==> src/rtl/kernel_accumulator.sv <==
// Sequential SIZE x SIZE multiply-accumulate over an 8-bit pixel window and Q0.8 kernel.
// Consumes one element per enabled cycle; result is acc>>8 saturated to 8 bits.
module kernel_accumulator #(
  parameter logic [3:0] SIZE = 4'd3
) (
  input  logic                             clk,
  input  logic                             n_rst,
  input  logic [SIZE-1:0][SIZE-1:0][7:0]   in,
  input  logic [SIZE-1:0][SIZE-1:0][7:0]   kernel,
  input  logic                             en_strobe,
  output logic [3:0]                       cur_x,
  output logic [3:0]                       cur_y,
  input  logic                             clear,
  input  logic                             start,
  output logic                             ready,
  output logic [7:0]                       sum
);

  typedef enum logic {StIdle, StAccum} state_e;

  localparam logic [3:0] LAST = SIZE - 4'd1;

  state_e      r_state, w_state_d;
  logic [3:0]  r_x, w_x_d;
  logic [3:0]  r_y, w_y_d;
  logic [23:0] r_acc, w_acc_d;
  logic [7:0]  r_sum, w_sum_d;

  logic [7:0]  w_pix;
  logic [7:0]  w_wgt;
  logic [15:0] w_prod;
  logic [23:0] w_acc_sum;
  logic [15:0] w_scaled;
  logic        w_last;

  // Element select by loop compare keeps index widths exact for any SIZE.
  always_comb begin
    w_pix = 8'd0;
    w_wgt = 8'd0;
    for (int y = 0; y < int'(SIZE); y++) begin
      for (int x = 0; x < int'(SIZE); x++) begin
        if (r_y == 4'(y) && r_x == 4'(x)) begin
          w_pix = in[y][x];
          w_wgt = kernel[y][x];
        end
      end
    end
  end

  assign w_prod    = 16'(w_pix) * 16'(w_wgt);
  assign w_acc_sum = r_acc + 24'(w_prod);
  assign w_scaled  = w_acc_sum[23:8];
  assign w_last    = (r_x == LAST) && (r_y == LAST);

  always_comb begin
    w_state_d = r_state;
    w_x_d     = r_x;
    w_y_d     = r_y;
    w_acc_d   = r_acc;
    w_sum_d   = r_sum;
    if (clear) begin
      w_state_d = StIdle;
      w_x_d     = 4'd0;
      w_y_d     = 4'd0;
      w_acc_d   = 24'd0;
      w_sum_d   = 8'd0;
    end else begin
      unique case (r_state)
        StIdle: begin
          if (start) begin
            w_state_d = StAccum;
            w_x_d     = 4'd0;
            w_y_d     = 4'd0;
            w_acc_d   = 24'd0;
          end
        end
        StAccum: begin
          if (en_strobe) begin
            w_acc_d = w_acc_sum;
            if (w_last) begin
              w_state_d = StIdle;
              w_x_d     = 4'd0;
              w_y_d     = 4'd0;
              w_sum_d   = (w_scaled > 16'd255) ? 8'd255 : w_scaled[7:0];
            end else if (r_x == LAST) begin
              w_x_d = 4'd0;
              w_y_d = r_y + 4'd1;
            end else begin
              w_x_d = r_x + 4'd1;
            end
          end
        end
        default: w_state_d = StIdle;
      endcase
    end
  end

  always_ff @(posedge clk or negedge n_rst) begin
    if (!n_rst) begin
      r_state <= StIdle;
      r_x     <= 4'd0;
      r_y     <= 4'd0;
      r_acc   <= 24'd0;
      r_sum   <= 8'd0;
    end else begin
      r_state <= w_state_d;
      r_x     <= w_x_d;
      r_y     <= w_y_d;
      r_acc   <= w_acc_d;
      r_sum   <= w_sum_d;
    end
  end

  assign cur_x = r_x;
  assign cur_y = r_y;
  assign ready = (r_state == StIdle);
  assign sum   = r_sum;

endmodule

==> config.mk <==
export PLATFORM = sky130hd
export DESIGN_NAME = kernel_accumulator
export DESIGN_NICKNAME = d
export VERILOG_FILES = /design/src/rtl/kernel_accumulator.sv
export SDC_FILE = /design/constraint.sdc
export NUM_CORES = 1
export LEC_CHECK = 0
export CAP_MARGIN = 15
export CELL_PAD_IN_SITES_DETAIL_PLACEMENT = 0
export CELL_PAD_IN_SITES_GLOBAL_PLACEMENT = 1
export CORE_UTILIZATION = 33
export CTS_BUF_LIST = sky130_fd_sc_hd__clkbuf_8
export CTS_CLUSTER_SIZE = 14
export DETAILED_ROUTE_END_ITERATION = 10
export GPL_TIMING_DRIVEN = 0
export PLACE_DENSITY_LB_ADDON = 0.15
export SLEW_MARGIN = 40
export SYNTH_ARGS = -nofsm -noshare
export SYNTH_HDL_FRONTEND = slang
export SYNTH_SLANG_ARGS = --single-unit
==> constraint.sdc <==
create_clock -name clk -period 7.2 [get_ports clk]
set_input_delay 1.8 -clock clk [delete_from_list [all_inputs] [get_ports clk]]
set_output_delay 1.8 -clock clk [all_outputs]
set_load 0.02 [all_outputs]
# == Yosys cells after proc, flatten, opt, wreduce, memory -nomap -nowiden ==
# Cells that the tools add are included.
# word_totals
reg_bits,41
latchBits,0
ram_bits,0
rom_bits,0
in_bits,149
output_inout_bits,17
n_memories,0
# classes
add_sub_neg,3
n_mul,1
n_div,0
order_cmp,1
eq_ne,7
shift,0
muxes,43
bitwise,1
reduce_logical,17
# ops
cell,n
two-way mux 8 bit,23
two-way mux 24 bit,3
case mux 24 bit (2 select lines),1
two-way mux 4 bit,9
adder 24 x 16 -> 24 bit,1
> comparator 16 x 8 -> 1 bit (second input constant),1
multiplier 8 x 8 -> 16 bit,1
case mux 4 bit (2 select lines),2
logical AND 1 bit,9
adder 4 x 1 -> 4 bit (second input constant),2
equality test 4 x 1 -> 1 bit (second input constant),2
equality test 4 x 2 -> 1 bit (second input constant),2
zero test 4 bit,2
inequality test 3 bit (second input constant),2
AND reduction 3 bit,2
nonzero test 2 bit,3
two-way mux 1 bit,4
inequality test 4 x 2 -> 1 bit (second input constant),1
case mux 1 bit (2 select lines),1
AND reduction 2 bit,1
NOT 1 bit,1

# == Logic depth before layout (Yosys ltp) ==
# Gate-level depths: netlist of the first run.
# depth
word_depth,19
mapped_depth,28
ltp_nobuf,26

# == Worst setup path before layout of the first run ==
# OpenSTA, ideal clock, no wires.
# synth_path
kind,input-to-reg
startpoint,in in[23] in the netlist's numbering
endpoint,"reg r_sum[0], in the netlist sum[0]"
setup_ns,0.154
arrival_ns,7.084
required_ns,7.046
path_slack_ns,-0.037
path_stages,22
n_path_buf,0
cell_sequence,mux2i_1 -> o2bb2ai_1 -> nand4_1 -> a21oi_1 -> o22ai_1 -> o31a_1 -> nand2b_1 -> fa_1 -> inv_1 -> fa_1 -> fa_1 -> inv_1 -> fa_1 -> inv_1 -> ha_1 -> and2_4 -> nand4_4 -> or4b_4 -> a311oi_4 -> nand3_4 -> a2111oi_4 -> a32oi_1
# synth_between
elab_chain_len,15
# synth_lines
item,line,source
"start, declared",8,"input logic [SIZE-1:0][SIZE-1:0][7:0] in,"
two-way mux 8 bit (*) (7 in series),42,if (r_y == 4'(y) && r_x == 4'(x)) begin
multiplier 8 x 8 -> 16 bit (*),50,assign w_prod = 16'(w_pix) * 16'(w_wgt);
adder 24 x 16 -> 24 bit (*),51,assign w_acc_sum = r_acc + 24'(w_prod);
> comparator 16 x 8 -> 1 bit,84,w_sum_d = (w_scaled > 16'd255) ? 8'd255 : w_scaled[7:0];
two-way mux 8 bit (*),84,
two-way mux 8 bit (*),80,if (w_last) begin
two-way mux 8 bit (*),78,if (en_strobe) begin
two-way mux 8 bit (*),68,unique case (r_state)
two-way mux 8 bit (*),61,if (clear) begin
"end signal, assigned",110,r_sum <= w_sum_d;
"end, declared",27,"logic [7:0] r_sum, w_sum_d;"
# Every way passes the cells marked *; elsewhere a longest branch is shown, timed or not. The select of a mux whose other input is x is not followed.
# A chain may end at the register's enable or synchronous reset.

# == Final worst setup path of the first run ==
# layout_path
startpoint,in kernel[52] in the netlist's numbering
endpoint,"reg r_sum[3], in the netlist sum[3]"
# layout_between
elab_chain_len,11
# layout_lines
item,line,source
"start, declared",9,"input logic [SIZE-1:0][SIZE-1:0][7:0] kernel,"
two-way mux 8 bit (*) (3 in series),42,
multiplier 8 x 8 -> 16 bit (*),50,
adder 24 x 16 -> 24 bit (*),51,
> comparator 16 x 8 -> 1 bit,84,
two-way mux 8 bit (*),84,
two-way mux 8 bit (*),80,
two-way mux 8 bit (*),78,
two-way mux 8 bit (*),68,
two-way mux 8 bit (*),61,
# Marks and branches as above.

==> results of run 1 <==
==> logic make-up (layout without fill, tap and decap cells) <==
group                    Yosys count  in the layout  synth area share (%)
other                              0              1                     0
AO/OA/AOI/OAI                    216            216                 25.37
adder cells (fa/ha/maj)           95             95                 26.25
AND/OR/NAND/NOR                  231            231                 19.30
XOR/XNOR                          14             14                 2.058
multiplexers                       5              5                0.8612
buffers and inverters            134            376                 8.926
flip-flops                        41             41                 17.22
==> per-stage QoR <==
step / area, µm² / cells
after detailed placement: 7975 / 1127
after global routing: 9527 / 1204
after global placement: 7950 / 1126
after CTS: 9091 / 1185
after floorplan: 6017 / 736
final: 9527 / 1204
==> state kept, by name (all words and copies together), names as in the netlist <==
name / cells
cur_x: 4
cur_y: 4
sum: 8
r_acc: 24
r_state: 1
==> area by class of cell <==
| class | instances | share of cell area [%] |
|---|---|---|
| multi-input cells | 561 | 55.77 |
| repair buffers | 236 | 23.86 |
| flip-flops and latches | 41 | 10.77 |
| inverters | 104 | 4.098 |
| well taps | 225 | 2.955 |
| plain buffers | 28 | 1.576 |
| clock buffers | 5 | 0.7224 |
| clock inverters | 3 | 0.2233 |
| diodes | 1 | 0.02627 |
==> layer usage <==
metal / part of all wire (%) / wire [µm] / up-vias
met4: 3.2 / 748 / 0
met3: 4.6 / 1072 / 32
li1: - / - / 3048
met5: 0 / 0 / -
met1: 42 / 9852 / 3121
met2: 50 / 11560 / 191
==> worst register-to-register path: stages (launching register included) <==
cell and delay [ps]:
dfrtp_1 530, nor4b_4 490, nand3_1 290, clkbuf_1 320
clkbuf_2 390, o22ai_4 420, buf_4 200, nor2_4 30
fa_2 580, fa_2 440, fa_1 520, inv_1 50
fa_1 530, inv_2 60, ha_4 290, nand4_4 100
or4b_4 570, a311oi_4 340, nand3_4 110, a2111oi_4 320
buf_4 190, a32oi_1 100
==> cells in the final DEF, fill, tap and decap left out, types with 8 or more instances in the layout <==
cell / count
a21o_1: 16
a21oi_1: 29
a21oi_2: 11
a221oi_2: 12
and2_1: 10
buf_4: 51
buf_6: 25
clkbuf_1: 10
clkbuf_2: 11
clkdlybuf4s50_1: 106
dfrtp_1: 41
dlygate4sd2_1: 30
dlymetal6s2s_1: 13
fa_1: 37
fa_2: 13
ha_1: 33
ha_4: 10
inv_1: 85
inv_2: 19
nand2_1: 81
nand2b_1: 11
nand3_1: 19
nor2_1: 30
nor2_4: 9
nor2b_1: 10
o21ai_0: 28
o21ai_1: 10
o221ai_1: 10
o22ai_4: 8
==> what timing repair did <==
action	4_1_cts	5_1_grt
pin swaps	132	86
gates resized for setup	215	112
buffers inserted	53	19
setup endpoints to repair	23	16
hold endpoints to repair	0	0
==> how the worst min path moves through the flow <==
stage / from / to
2_1_floorplan: r_acc[5]$_DFFE_PN0P_ / r_acc[5]$_DFFE_PN0P_
3_5_place_dp: r_acc[0]$_DFFE_PN0P_ / r_acc[0]$_DFFE_PN0P_
5_1_grt: r_acc[8]$_DFFE_PN0P_ / r_acc[8]$_DFFE_PN0P_
3_3_place_gp: r_acc[5]$_DFFE_PN0P_ / r_acc[5]$_DFFE_PN0P_
4_1_cts: r_acc[5]$_DFFE_PN0P_ / r_acc[5]$_DFFE_PN0P_
6_report: r_acc[5]$_DFFE_PN0P_ / r_acc[5]$_DFFE_PN0P_
==> power groups by stage <==
stage               logic [µW]  registers, µW  clock network (µW)
finish                    3920            259                 160
global route              4310            261                 176
CTS                       3750            259                 167
detailed placement        2940            263                   0
global placement          2900            263                   0
floorplan                 2090            263                   0
==> results.md, run 1 <==
* Reg-to-Reg End: sum[3]$_DFFE_PN0P_
* CTS HTree Levels at 2
* Sequential power share at 6.0%
* Tcrit/Tclk final at 99.71%
* GRT met3 Usage at 2.386%
* Synthesized area at 5957 µm²
* CTS tree: built
* Cell taking the most area after synthesis: dfrtp_1
* Asr flop ratio synth at 100.0%
* WP data arrival at 7350 ps
* Total of max-cap violations at 0
* Via/cell ratio at 5.309
* Die footprint at 18590 µm²
* NumNets Final at 1221
* #FFs+latches synth at 41
* R2R depth at 21
* Cell Int Power at 2140 µW
* Fin worst setup slack at 20.54 ps
* EDFF count, synth at 0
* Fin util at 54.51%
* Setup TNS Final at 0 ps
* Total CTS buffers at 5
* Hold Path Class: reg2reg
* Drt first pass iters at 7
* Fill count at 1608
* Row count at 48
* Switching Share at 50.73%
* Final Power at 4343 µW
* Critical path class: in2reg
* Core area at 17480 µm²
* CP bufs+invs at 6
* Area delta synth->final at 59.92%
* Routability Congestion at 0.8793
* Status: completed
* Yosys Warn Count at 0
* Synth Area per Inst at 8.094 µm²
* Worst skew pair latency at 310 ps
* Crit path cell chain: clkdlybuf4s50_1 -> o221ai_2 -> o21a_1 -> a31oi_4 -> buf_4 -> buf_4 -> nor2b_1 -> fa_1 -> ha_1 -> inv_1 -> fa_1 -> fa_2 -> inv_2 -> ha_4 -> nor2_4 -> a21o_1 -> or4b_4 -> a311oi_4 -> nand3_4 -> a2111oi_4 -> buf_4 -> a32oi_1
* Combinational power share at 90.3%
* Critical Path RT at 7370 ps
* Crit path max-delay family: adder cells
* ANT nets after route at 0
* Ranking of synthesized cells by area: dfrtp_1, fa_1, ha_1
* CTS clk-pin slew, worst paths at 90 ps
* Final hold viol count at 0
* CTS Root Cell: clkbuf_8
* Worst setup endpoint: sum[3]$_DFFE_PN0P_
* Port Buffer Count at 165
* Met2 Usage GRT at 45.32%
* Post-Syn Nets at 980
* Die W at 136.4 µm
* F_max at 139.3 MHz
* Multi-input gate area at 5313 µm²
* I/O pins at 166
* Dpl hpwl at 18.07 mm
* Critical path's largest stage delay at 610 ps
* Worst setup EP type: register
* Top cells by count, synth: inv_1, nand2_1, fa_1
* Die Y-Extent at 136.4 µm
* Gr usage total at 25.41%
* Post-synthesis sequential area ratio at 17.22%
* Routed WL per cell at 19.30 µm
* Clk sinks at 41
* Initial antenna violation count at 1
* Worst reg-to-reg setup slack at 180 ps
* Crit. path cell count at 22
* Pre-CTS WS at -1611 ps
* Cell variety after synth at 67
* Vias in the first global route at 6713
* Busiest grt layer: met2
* Clock share of power at 3.7%
* Fin Clk Skew at 8.424 ps
* Share of layout cells above drive strength 1 at 28.02%
* Met1 usage at 31.58%
* Net Sw Power at 2204 µW
* DRC at 0
* Unrepaired setup endpoints after global routing: true
* Largest net degree at the start of global routing at 23
* Crit Path Max Fanout at 5
* Worst path slowest cell: fa_2
* Max Buffers Root-to-Sink at 2
* Slew @ Worst Pin at 682.7 ps
* Hold_ws at 521.9 ps
* Tmin final at 7179 ps
* Most common cell in the netlist: inv_1
* Max-slew headroom at 54.32%
* Hold buffers post-CTS at 0
* CP Launch Point: kernel[52]
* Max VDD drop at 0.3999 mV
* Routed WL at 23.24 mm
* Starting Density at 34.09%
* Register area at 1026 µm²
* Worst R2R Start: cur_x[2]$_DFFE_PN0P_
* Top cell type's share of synthesized area at 17.22%
* Final setup fails at 0
* Drt initial violations at 319
* Min-Delay Path Depth at 2
* Post-synth top flop: dfrtp_1
* Worst path most repeated cell: buf_4
* First-pass GRT wire length at 36.17 mm
* Synth Instances at 736
* Max Slew Vio Count at 0
* DR vias at 6392
* Leakage power at 0.004282 µW
* Worst setup SP type: primary input
* P per Cell Area at 455.9 nW/µm²
* Grt ovf at 0
(Power assumes the default switching activity.)
==> run 2: changes to the inputs <==
RECOVER_POWER = 100   (was unset)
==> run 2 against run 1 <==
Against the previous run:
- critical path depth stayed put
- wire length is 0.18% higher
- cell count stayed put
- worst hold slack worse by 1.4 ps
- via count is 0.33% higher
- non-clock buffer count stayed put
- sequential share of layout area hardly changed
- maximum frequency hardly changed
- sequential cell count stayed put
- clock power hardly changed
- critical path type unchanged
- largest cell class unchanged
- highest routed layer unchanged
==> results.md, run 2 (synthesized netlist as in run 1, its figures left out) <==
* Status: completed
* ANT nets after route at 0 (unchanged)
* Met3 wire len at 1.175 mm (+9.6%)
* Worst setup EP type: register
* Max-slew headroom at 18.50% (-36 points)
* DR vias at 6413 (+0.33%)
* Drt first pass iters at 5 (-2)
* CTS HTree Levels at 2 (unchanged)
* Reg-to-Reg End: sum[3]$_DFFE_PN0P_
* Port Buffer Count at 165 (unchanged)
* Worst skew pair latency at 310 ps (about the same)
* Largest net degree at the start of global routing at 23 (unchanged)
* Crit path max-delay family: adder cells
* Cell Int Power at 2137 µW (-0.11%)
* Crit. path cell count at 22 (unchanged)
* Net Sw Power at 2201 µW (-0.11%)
* Starting Density at 34.09% (unchanged)
* Share of layout cells above drive strength 1 at 27.71% (-0.31 points)
* Worst setup endpoint: sum[3]$_DFFE_PN0P_
* Final non-filler cell area at 9495 µm² (-0.33%)
* Final non-filler cell total at 1204 (unchanged)
* Fin Clk Skew at 8.883 ps (+0.4587 ps)
* Top reg by flops: r_acc
* CTS clk-pin slew, worst paths at 80 ps (about the same)
* Dpl hpwl at 18.07 mm (unchanged)
* WP data arrival at 7350 ps (about the same)
* Most frequent cells in the layout: clkdlybuf4s50_1, inv_1, nand2_1, buf_4, dfrtp_1
* Unrepaired setup endpoints after global routing: true
* Routed WL per cell at 19.33 µm (+0.18%)
* DP Area at 7975 µm² (unchanged)
* Slew @ Worst Pin at 1223 ps (+539.8 ps)
* Worst R2R Start: cur_x[2]$_DFFE_PN0P_
* Sequential power share at 6.0% (about the same)
* Max FFs per register at 24 (unchanged)
* P per Cell Area at 456.9 nW/µm² (+0.22%)
* Critical Path RT at 7370 ps (about the same)
* Die footprint at 18590 µm² (unchanged)
* Final setup fails at 0 (unchanged)
* Tcrit/Tclk final at 99.73% (about the same)
* Worst path most repeated cell: buf_4
* Commonest non-fill, non-tap cell in the layout: clkdlybuf4s50_1
* CTS tree: built
* Gr usage total at 25.41% (unchanged)
* Combinational power share at 90.3% (about the same)
* R2R depth at 21 (unchanged)
* Leakage power at 0.004314 µW (+0.75%)
* Placed instance count at 1127 (unchanged)
* Grt ovf at 0 (unchanged)
* Routed WL at 23.28 mm (+0.18%)
* Max Slew Vio Count at 0 (unchanged)
* CP bufs+invs at 6 (unchanged)
* Core area at 17480 µm² (unchanged)
* Total of max-cap violations at 0 (unchanged)
* Crit path cell chain: clkdlybuf4s50_1 -> o221ai_2 -> o21a_1 -> a31oi_4 -> buf_4 -> buf_4 -> nor2b_1 -> fa_1 -> ha_1 -> inv_1 -> fa_1 -> fa_2 -> inv_2 -> ha_4 -> nor2_4 -> a21o_1 -> or4b_4 -> a311oi_4 -> nand3_4 -> a2111oi_4 -> buf_4 -> a32oi_1
* F_max at 139.3 MHz (about the same)
* Switching Share at 50.74% (about the same)
* Row count at 48 (unchanged)
* Critical path class: in2reg
* Final hold viol count at 0 (unchanged)
* Area delta synth->final at 59.40%
* Worst path slowest cell: fa_2
* Clk sinks at 41 (unchanged)
* Worst setup SP type: primary input
* Critical path's largest stage delay at 610 ps (about the same)
* Vias in the first global route at 6713 (unchanged)
* Total CTS buffers at 5 (unchanged)
* Initial antenna violation count at 1 (unchanged)
* First-pass GRT wire length at 36.17 mm (unchanged)
* DRC at 0 (unchanged)
* Max VDD drop at 0.3984 mV (-0.36%)
* Max Buffers Root-to-Sink at 2 (unchanged)
* Die Y-Extent at 136.4 µm (unchanged)
* Final Power at 4339 µW (-0.11%)
* WL met2 at 11.57 mm (about the same)
* Tmin final at 7181 ps (+1.454 ps)
* Via/cell ratio at 5.326 (+0.33%)
* Setup TNS Final at 0 ps (unchanged)
* CTS Root Cell: clkbuf_8
* Drt initial violations at 329 (+3.1%)
* Hold Path Class: reg2reg
* Clock share of power at 3.7% (about the same)
* Worst reg-to-reg setup slack at 180 ps (about the same)
* Wl on met1 at 9.782 mm (-0.71%)
* Routability Congestion at 0.8793 (unchanged)
* Fill count at 1612 (+0.25%)
* Crit Path Max Fanout at 5 (unchanged)
* Fin util at 54.33% (-0.18 points)
* I/O pins at 166 (unchanged)
* NumNets Final at 1221 (unchanged)
* CP Launch Point: kernel[52]
* Max layer used: met4
* Die W at 136.4 µm (unchanged)
## run 2: worst min-delay path by stage
stage                         start              endpoint  cells past startpoint
2_1_floorplan  r_acc[5]$_DFFE_PN0P_  r_acc[5]$_DFFE_PN0P_                      2
3_3_place_gp   r_acc[5]$_DFFE_PN0P_  r_acc[5]$_DFFE_PN0P_                      2
3_5_place_dp   r_acc[0]$_DFFE_PN0P_  r_acc[0]$_DFFE_PN0P_                      1
4_1_cts        r_acc[5]$_DFFE_PN0P_  r_acc[5]$_DFFE_PN0P_                      2
5_1_grt        r_acc[8]$_DFFE_PN0P_  r_acc[8]$_DFFE_PN0P_                      1
6_report       r_acc[0]$_DFFE_PN0P_  r_acc[0]$_DFFE_PN0P_                      1
## run 2: routing by layer
layer / GRT usage [%] / vias to the layer above
met3: 2.386 / 32
met2: 45.32 / 190
met1: 31.58 / 3146
met4: 9.198 / 0
li1: - / 3045
met5: 0 / -
## run 2: power groups by stage
stage / logic [µW] / registers [µW] / clock network, µW
after floorplan: 2090 / 263 / 0
after global placement: 2900 / 263 / 0
after detailed placement: 2940 / 263 / 0
after CTS: 3750 / 259 / 167
after global routing: 4310 / 261 / 176
final: 3920 / 259 / 160
## run 2: layout make-up
type	count	area [µm²]	share of cell area (%)
plain buffers	28	146.4	1.542
clock inverters	3	21.27	0.2240
multi-input cells	561	5313	55.95
diodes	1	2.502	0.02635
clock buffers	5	68.82	0.7247
flip-flops and latches	41	1026	10.81
inverters	104	390.4	4.111
well taps	225	281.5	2.965
repair buffers	236	2246	23.65
## run 2: what timing repair did
action | 4_1_cts | 5_1_grt
pin swaps | 132 | 86
gates resized for setup | 215 | 112
setup buffers | 53 | 19
hold buffers | 0 | 0
endpoints found under the setup margin | 23 | 16
## run 2: through the flow
step / setup WS (ps) / hold slack, ps
5_1_grt: -190.2 / 539.6
4_1_cts: 3.721 / 519.2
3_5_place_dp: -1611 / 497.9
6_report: 19.08 / 520.6
2_1_floorplan: -24.98 / 449.8
3_3_place_gp: -1550 / 476.5
==> run 3: changes to the inputs <==
MAX_ROUTING_LAYER = met4   (was unset)
==> run 3 against run 2 <==
Against the previous run:
- the flow now finishes with violations (setup timing)
- critical endpoint unchanged
- sequential share of layout area increased by 0.24 points
- cell count decreased by 0.58%
- wire length increased by 0.75%
- sequential power about the same
- die area unchanged
- non-clock buffer count decreased by 7
- power decreased by 2.8%
- clock skew about the same
- maximum frequency decreased by 1.3%
- core utilization decreased by 1.2 points
- largest power group unchanged
- critical path depth unchanged
- register-to-register slack got worse by 90 ps
- highest routed layer unchanged
==> results.md, run 3 (synthesized netlist as in run 1, its figures left out) <==
* Status: finished, violations left
* Violated checks: setup timing
* Max FFs per register at 24 (unchanged)
* Final hold viol count at 0 (unchanged)
* Dpl hpwl at 18.29 mm (+1.2%)
* Die W at 136.4 µm (unchanged)
* Grt ovf at 0 (unchanged)
* Largest net degree at the start of global routing at 24 (+4.3%)
* Drt first pass iters at 7 (+2)
* Starting Density at 34.09% (unchanged)
* Routed WL per cell at 19.59 µm (+1.3%)
* Port Buffer Count at 165 (unchanged)
* Worst setup endpoint: sum[3]$_DFFE_PN0P_
* Final non-filler cell total at 1197 (-0.58%)
* Worst R2R Start: cur_y[0]$_DFFE_PN0P_
* Share of layout cells above drive strength 1 at 23.79% (-3.9 points)
* Final Power at 4219 µW (-2.8%)
* Fin Clk Skew at 8.867 ps (-0.01602 ps)
* R2R depth at 25 (+19%)
* Tcrit/Tclk final at 101.1% (+1.3 points)
* Crit Path Max Fanout at 6 (+1)
* Worst setup SP type: primary input
* Worst setup EP type: register
* Max Buffers Root-to-Sink at 2 (unchanged)
* DR vias at 6390 (-0.36%)
* Max-slew headroom at 11.03% (-7.5 points)
* NumNets Final at 1214 (-0.57%)
* Hold Path Class: reg2reg
* Worst path most repeated cell: fa_1
* DRC at 0 (unchanged)
* Row count at 48 (unchanged)
* Critical path class: in2reg
* Crit path cell chain: clkdlybuf4s50_1 -> o221a_2 -> o21ai_1 -> o21ai_4 -> buf_12 -> nand2_2 -> fa_1 -> inv_2 -> fa_1 -> inv_2 -> fa_1 -> fa_1 -> inv_2 -> ha_4 -> nor2_4 -> a21o_1 -> or4b_4 -> a311oi_4 -> nand3_4 -> a2111oi_4 -> buf_4 -> a32oi_1
* P per Cell Area at 454.3 nW/µm² (-0.58%)
* Vias in the first global route at 6658 (-0.82%)
* Die Y-Extent at 136.4 µm (unchanged)
* Pre-CTS WS at -1580 ps (+30.34 ps)
* Critical Path RT at 7370 ps (about the same)
* Crit. path cell count at 22 (unchanged)
* Via/cell ratio at 5.338 (+0.22%)
* Crit path max-delay family: adder cells
* Die footprint at 18590 µm² (unchanged)
* CTS clk-pin slew, worst paths at 80 ps (about the same)
* F_max at 137.4 MHz (-1.3%)
* Hold_ws at 489.8 ps (-30.77 ps)
* ANT nets after route at 0 (unchanged)
* Fin worst setup slack at -76.23 ps (-95.31 ps)
* Gr usage total at 26.17% (+0.76 points)
* Placed instance count at 1127 (unchanged)
* Setup TNS Final at -505.0 ps (-505.0 ps)
* Slew @ Worst Pin at 1335 ps (+112.1 ps)
* Total of max-cap violations at 0 (unchanged)
* Max VDD drop at 0.6048 mV (+52%)
* Most frequent cells in the layout: clkdlybuf4s50_1, inv_1, nand2_1, buf_4, dfrtp_1
* Worst reg-to-reg setup slack at 90 ps (-90 ps)
* Routed WL at 23.45 mm (+0.75%)
* CTS Root Cell: clkbuf_8
* CTS tree: built
* I/O pins at 166 (unchanged)
* Unrepaired setup endpoints after global routing: true
* Worst skew pair latency at 310 ps (about the same)
* CP Launch Point: kernel[57]
* Commonest non-fill, non-tap cell in the layout: clkdlybuf4s50_1
* Core area at 17480 µm² (unchanged)
* Tmin final at 7276 ps (+95.31 ps)
* Critical path's largest stage delay at 580 ps (-30 ps)
* CTS HTree Levels at 2 (unchanged)
* Total CTS buffers at 5 (unchanged)
* Leakage power at 0.004189 µW (-2.9%)
* Max Slew Vio Count at 0 (unchanged)
* Top reg by flops: r_acc
* Reg-to-Reg End: sum[3]$_DFFE_PN0P_
* WP data arrival at 7440 ps (+90 ps)
* Routability Congestion at 0.8764 (-0.33%)
* Drt initial violations at 271 (-18%)
* CP bufs+invs at 6 (unchanged)
* Clk sinks at 41 (unchanged)
* First-pass GRT wire length at 36.24 mm (+0.19%)
* Initial antenna violation count at 1 (unchanged)
* Worst path slowest cell: fa_1
* Final setup fails at 8 (+8)
* Area delta synth->final at 55.89%
run 3: cell count changes in the layout (fill, tap and decap cells not counted), moves of 5 or more:
cell             before  now
buf_6                25   20
clkbuf_2             11    4
clkdlybuf4s50_1      89   96
dlygate4sd2_1        30   35
dlymetal6s2s_1       13    6
inv_1                85   90
inv_2                19   14
nor2_1               30   36
nor2_4                9    2
run 3: routing by layer:
metal  wire [µm]  global-route usage (%)
met1        9584                   30.78
met2       11700                   45.32
met3        1371                   3.020
met4         790                   10.31
met5           0                       -
run 3: cell type report:
class	instances	area [µm²]
Antenna cell	1	2.502
Buffer	29	151.4
Clock buffer	5	68.82
Clock inverter	3	21.27
Fill cell	1658	8190
Inverter	104	390.4
Multi-Input combinational cell	561	5174
Sequential cell	41	1026
Tap cell	225	281.5
Timing Repair Buffer	228	2171
run 3: power by group:
group          internal (µW)  total, µW  switching, µW
combinational           1730       3800           2060
clock                   68.9        160           91.0
sequential               249        260           10.5
run 3: metrics by stage:
step                      instance area, µm²  utilization, %
final                                   9286           53.14
after global routing                    9286           53.14
after CTS                               9084           51.98
after detailed placement                7968           45.59
after global placement                  7950           45.49
after floorplan                         6017               -
run 3: worst min-delay path by stage:
stage | slack, ps | depth (start not counted) | end | startpoint
finish | 490 | 2 | r_acc[5]$_DFFE_PN0P_ | r_acc[5]$_DFFE_PN0P_
global route | 540 | 2 | r_acc[5]$_DFFE_PN0P_ | r_acc[5]$_DFFE_PN0P_
CTS | 500 | 2 | r_acc[5]$_DFFE_PN0P_ | r_acc[5]$_DFFE_PN0P_
detailed placement | 480 | 2 | r_acc[5]$_DFFE_PN0P_ | r_acc[5]$_DFFE_PN0P_
global placement | 470 | 2 | r_acc[5]$_DFFE_PN0P_ | r_acc[5]$_DFFE_PN0P_
floorplan | 450 | 2 | r_acc[5]$_DFFE_PN0P_ | r_acc[5]$_DFFE_PN0P_
run 3: repair_timing:
action,4_1_cts,5_1_grt
resized for setup,209,43
setup endpoints to repair,24,13
setup buffers,52,11
hold buffers,0,0
pin swaps,125,37
run 3: tightest hold or removal path, delay by kind of cell, from the launching register on:
| kind | cells | cell delay, ps |
|---|---|---|
| DFF | 1 | 350 |
| AOI/OAI and AO/OA | 1 | 60 |
| and+or+nand+nor | 1 | 50 |
